**config.mk**
```make
export PLATFORM = sky130hd
export DESIGN_NAME = aes_state_loader
export DESIGN_NICKNAME = d
export VERILOG_FILES = /design/src/rtl/aes_state_loader.sv
export SDC_FILE = /design/constraint.sdc
export NUM_CORES = 1
export LEC_CHECK = 0
export BUFFER_PORTS_ARGS = -buffer_cell sky130_fd_sc_hd__buf_2
export CORE_MARGIN = 5
export CORE_UTILIZATION = 35
export CTS_BUF_LIST = sky130_fd_sc_hd__clkbuf_8
export DETAILED_ROUTE_END_ITERATION = 8
export PLACE_DENSITY = 0.61
export RECOVER_POWER = 100
export SYNTH_ARGS = -nofsm -noshare
export SYNTH_HDL_FRONTEND = slang
export SYNTH_SLANG_ARGS = --single-unit
```
**constraint.sdc**
```tcl
create_clock -name clk -period 2.66 [get_ports clk]
set_clock_uncertainty 0.1 [all_clocks]
set_input_delay 0.266 -clock clk [delete_from_list [all_inputs] [get_ports clk]]
set_output_delay 0.266 -clock clk [all_outputs]
set_load 0.05 [all_outputs]
```
**src/rtl/aes_state_loader.sv**
```systemverilog
// Packs four 32-bit plaintext words from a valid/ready stream into one
// 128-bit block and publishes it atomically to the AES core.
//
// Ports:
//   clk, rst_n             clock, asynchronous active-low reset
//   flush                  synchronous abort of any partial block
//   in_valid/in_ready      input word handshake (in_data, in_last)
//   state                  published 128-bit block, stable between updates
//   state_valid/ready      block handoff handshake to the consumer
//   err_short              one-cycle pulse when in_last precedes word 4
//   busy                   high while filling or holding a block
module aes_state_loader #(
    parameter int unsigned  WORD_W    = 32,
    parameter logic [127:0] RESET_VAL = 128'h0
) (
    input  logic              clk,
    input  logic              rst_n,
    input  logic              flush,
    input  logic              in_valid,
    output logic              in_ready,
    input  logic [WORD_W-1:0] in_data,
    input  logic              in_last,
    output logic [127:0]      state,
    output logic              state_valid,
    input  logic              state_ready,
    output logic              err_short,
    output logic              busy
);

    typedef enum logic [1:0] {
        IDLE = 2'd0,
        FILL = 2'd1,
        HOLD = 2'd2
    } fsm_t;

    fsm_t              fsm, fsm_d;
    logic [1:0]        wcnt, wcnt_d;
    // Only words 0..2 need buffering; word 3 goes straight into `state`.
    logic [3*WORD_W-1:0] blk_buf, blk_buf_d;
    logic [127:0]      state_d;
    logic              sv_d;
    logic              err_d;
    logic              accept;

    assign in_ready = (fsm != HOLD);
    assign busy     = (fsm != IDLE);
    assign accept   = in_valid & in_ready;

    always_ff @(posedge clk or negedge rst_n) begin
        if (!rst_n) begin
            fsm         <= IDLE;
            wcnt        <= 2'd0;
            blk_buf     <= '0;
            state       <= RESET_VAL;
            state_valid <= 1'b0;
            err_short   <= 1'b0;
        end else begin
            fsm         <= fsm_d;
            wcnt        <= wcnt_d;
            blk_buf     <= blk_buf_d;
            state       <= state_d;
            state_valid <= sv_d;
            err_short   <= err_d;
        end
    end

    always_comb begin
        fsm_d     = fsm;
        wcnt_d    = wcnt;
        blk_buf_d = blk_buf;
        state_d   = state;
        sv_d      = state_valid;
        err_d     = 1'b0;

        if (flush) begin
            // Flush drops any same-cycle accept or handoff; `state` is kept.
            fsm_d  = IDLE;
            wcnt_d = 2'd0;
            sv_d   = 1'b0;
        end else begin
            case (fsm)
                IDLE: begin
                    if (accept) begin
                        if (in_last) begin
                            err_d = 1'b1;
                        end else begin
                            blk_buf_d[3*WORD_W-1 -: WORD_W] = in_data;
                            wcnt_d = 2'd1;
                            fsm_d  = FILL;
                        end
                    end
                end
                FILL: begin
                    if (accept) begin
                        if (wcnt == 2'd3) begin
                            // in_last is ignored on the fourth word.
                            state_d = {blk_buf, in_data};
                            sv_d    = 1'b1;
                            wcnt_d  = 2'd0;
                            fsm_d   = HOLD;
                        end else if (in_last) begin
                            err_d  = 1'b1;
                            wcnt_d = 2'd0;
                            fsm_d  = IDLE;
                        end else begin
                            case (wcnt)
                                2'd1:    blk_buf_d[2*WORD_W-1 -: WORD_W] = in_data;
                                2'd2:    blk_buf_d[WORD_W-1 -: WORD_W] = in_data;
                                default: blk_buf_d[3*WORD_W-1 -: WORD_W] = in_data;
                            endcase
                            wcnt_d = wcnt + 2'd1;
                        end
                    end
                end
                HOLD: begin
                    if (state_valid && state_ready) begin
                        sv_d  = 1'b0;
                        fsm_d = IDLE;
                    end
                end
                default: begin
                    fsm_d  = IDLE;
                    wcnt_d = 2'd0;
                    sv_d   = 1'b0;
                end
            endcase
        end
    end

endmodule

```
# == Word level (Yosys, flattened, before mapping) ==
# Cells that the tools add are included.
# word_totals
elab_cells,78
reg_bits,230
inputBits,38
# op_classes
muxes,33
n_reduce_logical,12
n_eq_ne,20
add_sub_neg,1
n_bitwise,4
# ops
cell,count
2-to-1 mux 96 bit,3
2-to-1 mux 32 bit,5
one-hot mux 32 bit (2 select lines),1
2-to-1 mux 2 bit,11
!= test 2 bit (second input constant),9
!= test 3 bit (second input constant),5
one-hot mux 2 bit (3 select lines),2
AND reduction 4 bit,3
AND reduction 6 bit,2
2-to-1 mux 1 bit,9
AND reduction 8 bit,1
equality test 2 bit (second input constant),3
AND reduction 5 bit,1
equality test 2 x 1 -> 1 bit (second input constant),2
!= test 4 bit (second input constant),1
nonzero test 2 bit,2
NOT 1 bit,3
one-hot mux 1 bit (3 select lines),1
adder 2 x 1 -> 2 bit (second input constant),1
logical NOT 2 bit,1
one-hot mux 1 bit (2 select lines),1
OR reduction 2 bit,1
bitwise AND 1 bit,1
logical AND 1 bit,1

# == Depth between registers and ports, before layout ==
# logic_depth
ltp_word,7
mapped_depth,7

# == Least setup slack after synthesis ==
# OpenSTA, ideal clock, no wires.
# synth_timing
path_kind,reg2reg
start,register wcnt[0]
end,register blk_buf[65]
stages_incl_launch_ff,8
setup_slack_ns,0.805
n_path_buf,2
period_less_slack_ns,1.855
arrival_ns,1.628
cell_sequence,dfrtp_1 inv_1 ha_1 or3b_1 and4_1 buf_6 buf_12 mux2i_1
# synth_between
elab_chain_len,4
word_cells_on_any_way,7
cone_classes,eq/ne (5); reduce/logical (2)
# synth_lines
element,line_no,rtl
start: declaration,37,"logic [1:0] wcnt, wcnt_d;"
start signal: assignment,59,wcnt <= wcnt_d;
equality test 2 x 1 -> 1 bit / equality test 2 bit (equally long branches),106,case (wcnt)
OR reduction 2 bit (no line),n/a,
!= test 2 bit (no line),n/a,
AND reduction 8 bit (no line) (*),n/a,
end signal: assignment,60,blk_buf <= blk_buf_d;
end: declaration,39,"logic [3*WORD_W-1:0] blk_buf, blk_buf_d;"
# Mark *: on every way between the ends. The rest lies on a longest branch, timed or not.
# A chain may end at the register's enable or synchronous reset.

# == Final worst setup path ==
# layout_timing
start,register fsm[1]
end,register state[12]
# layout_between
elab_chain_len,3
word_cells_on_any_way,4
cone_classes,eq/ne (2); bitwise (1); reduce/logical (1)
# layout_lines
element,line_no,rtl
start: declaration,36,"fsm_t fsm, fsm_d;"
start signal: assignment,58,fsm <= fsm_d;
!= test 2 bit,45,assign in_ready = (fsm != HOLD);
bitwise AND 1 bit,47,assign accept = in_valid & in_ready;
AND reduction 4 bit (no line) (*),n/a,
end signal: assignment,61,state <= state_d;
end: declaration,23,"output logic [127:0] state,"
# Marks and branches as above.

==> results.yml <==
status:
  status: "finished with violations"
  violations: "max-capacitance violations, max-slew violations"
drt:
  avgViaCountPerCell: 4.62
  wirelength_mm: 19.6
  vias: 5430
  first_iter_violations: 216
  drtPass1Iterations: 4
  antenna_left: 0
  drcViolationCount: 0
  post_drt_wl_per_cell_microns: 16.6
synth:
  async_flop_share: 1.00
  syn_inst: 585
  netlist_top_cells_count: "dfrtp_1 (230), mux2_1 (114), mux2_2 (78)"
  ys_warn_count: 0
  synthTopCellsByArea: "dfrtp_1 (64%), mux2_1 (14%), mux2_2 (9.7%)"
  synth_most_common_cell: "dfrtp_1"
  syn_area_sq_um: 9040
  ys_seq_elements: 230
  synth_area_leader_cell: "dfrtp_1"
  yosys.area.top_type_share: 0.637
  yosysSeqAreaShare: 0.637
  postSynthAreaPerCell_sq_um: 15.4
  synth.distinct_cells: 31
  synthesis.nets: 626
  ys_dominant_reg_cell: "dfrtp_1"
  synth_edf_count: 0
clock_network:
  root_buffer: "clkbuf_8"
  htree_levels: 2
  cts_tree: "done"
  cts_sinks: 230
  ctsResizeCount: 0
  clk_pin_slew_ps: 50
  numCtsBuffers: 42
  post-cts-setup-buffers: 0
  clock_latency_ps: 520
  postCtsHoldBufs: 37
  cts_max_path_buffers: 3
worst_setup_path:
  path_cells: "and4bb_1 -> nand2_4 -> clkbuf_4 -> mux2_2"
  setup.worst_path.start_class: "register"
  worstSetupEndpointType: "register"
  critPathTopFamily: "buffers and inverters"
  crit_fanout: 65
  arrival_ps: 2630
  cp_slowest_stage_delay_ps: 730
  worst_path_max_delay_cell: "clkbuf_4"
  cp_num_buf_inv: 1
  cp.required_ps: 2950
  path_class: "reg2reg"
pwr:
  power.leakage_nw: 5.78
  peakVddDrop_mv: 0.418
  seq_power_share: 0.506
  p_sw_frac: 0.230
  comb_power_share: 0.055
  p_sw_w: 0.00170
  total_power_w: 0.00739
  p_per_area_nw_per_um2: 659
  clkPwrFrac: 0.440
  p_int_w: 0.00569
grt:
  antenna_found_initial: 0
  grt_pass1_wl_mm: 31.7
  globalRouteTotalUtil: 0.135
  grt-ovfl-total: 0
  grt_pass1_vias: 5766
  grt_start_max_net_pins: 88
final_layout:
  nNetsFinal: 859
  drive_gt1_frac: 0.228
  area_growth_pct: 24.0
  diodes: 0
floorplanning:
  num_rows: 58
  dieHeight_microns: 171
  core_area_sq_um: 25300
  chipWidth_microns: 171
  die-area_sq_um: 29100
  io_pins: 170
  initial_core_util: 0.357
min_path:
  hold_class: "reg2reg"
timing:
  min_period_ps: 2340
  hold_slack_ps: 376
  slew_violations: 85
  relSlewSlack: -0.345
  final.period_utilization: 0.880
  tightest_slew_ps: 2020
  hold_viol: 0
  setup_ws_ps: 320
  final.setup.tns_ps: 0
  setup_viol: 0
  max_freq_mhz: 427
  grt_setup_unrepaired: "no"
placed_design:
  gp_congestion: 0.727
  dpl.hpwl_mm: 12.5
  preCtsSetupSlack_ps: 307
  portBuffers: 169
flow_run:
  cap_violations: 1
## cell usage in the layout (no fill, tap or decap), types with 2 or more instances in the layout
| master | netlist | layout |
|---|---|---|
| dfrtp_1 | 230 | 230 |
| clkbuf_1 | 6 | 134 |
| mux2_1 | 114 | 114 |
| mux2_2 | 78 | 78 |
| clkbuf_8 | 0 | 52 |
| inv_1 | 35 | 48 |
| buf_2 | 7 | 38 |
| dlygate4sd3_1 | 0 | 37 |
| o21ai_0 | 34 | 34 |
| mux2i_1 | 32 | 32 |
| buf_4 | 2 | 4 |
| nor2_1 | 3 | 3 |
| ha_1 | 3 | 3 |
| clkinv_2 | 0 | 3 |
| buf_12 | 3 | 3 |
| nor3b_1 | 3 | 2 |
| a31oi_1 | 2 | 2 |
| nor3_1 | 2 | 2 |
| a21oi_1 | 2 | 2 |
| nand3_2 | 0 | 2 |
| clkinvlp_4 | 0 | 2 |
| clkbuf_2 | 0 | 2 |
| clkbuf_4 | 0 | 2 |
## worst reg2reg max path, cell delays in order (launching register included)
cell and delay (ps):
dfrtp_1 500, and4bb_1 290, nand2_4 90, clkbuf_4 730
mux2_2 490
## path summary, 6_finish.rpt
| path | from | to | slack [ps] | depth (start not counted) |
|---|---|---|---|---|
| worst max-delay path | fsm[1] | state[12] | 320 | 4 |
| worst min-delay path | blk_buf[51] | state[83] | 380 | 1 |
| worst max register to register | fsm[1] | state[12] | 320 | 4 |
| worst min register to register | blk_buf[51] | state[83] | 380 | 1 |
| max in group asynchronous | rst_n | state[101] | 490 | 2 |
| min in group asynchronous | rst_n | state[60] | 780 | 2 |
## through the flow
stage | area, sq um | util | cells
floorplan | 9040 | - | 585
CTS | 11400 | 0.451 | 1176
global route | 11200 | 0.442 | 1176
global placement | 10200 | 0.404 | 1067
finish | 11200 | 0.442 | 1176
detailed placement | 10200 | 0.404 | 1067
## final cells by class
cell class | count | area [sq um]
multi-input combinational | 289 | 2900
clock inverter | 20 | 118
clock buffer | 52 | 716
inverter | 35 | 131
fill | 2412 | 14100
timing repair buffer | 220 | 1180
sequential | 230 | 5760
tap | 330 | 413
## cell families (layout without fill, tap and decap cells)
kind of cell	after synthesis	count (layout)	share of synthesized area
buf+inv	66	327	0.0454
compound gates	41	41	0.0241
flops	230	230	0.637
simple gates	21	21	0.0148
fa+ha+maj	3	3	0.00415
mux	224	224	0.275
## sequential cells by signal, summed over array words and instances, names as in the netlist
register	flops
state_valid	1
wcnt	2
state	128
blk_buf	96
err_short	1
fsm	2
## routing by layer
metal	track usage	wire (microns)	share of wire
met1	0.172	8470	0.43
met2	0.223	9540	0.49
met3	0.0388	1230	0.063
met4	0.0399	330	0.017
met5	0	0	0
## power groups by stage
stage	sequential, W	clock [W]	combinational [W]
floorplan	0.00377	0	0.000193
global placement	0.00379	0	0.000365
detailed placement	0.00379	0	0.000377
CTS	0.00374	0.00341	0.000420
global route	0.00375	0.00357	0.000462
finish	0.00374	0.00325	0.000404
Power figures use the tool's default switching activity.
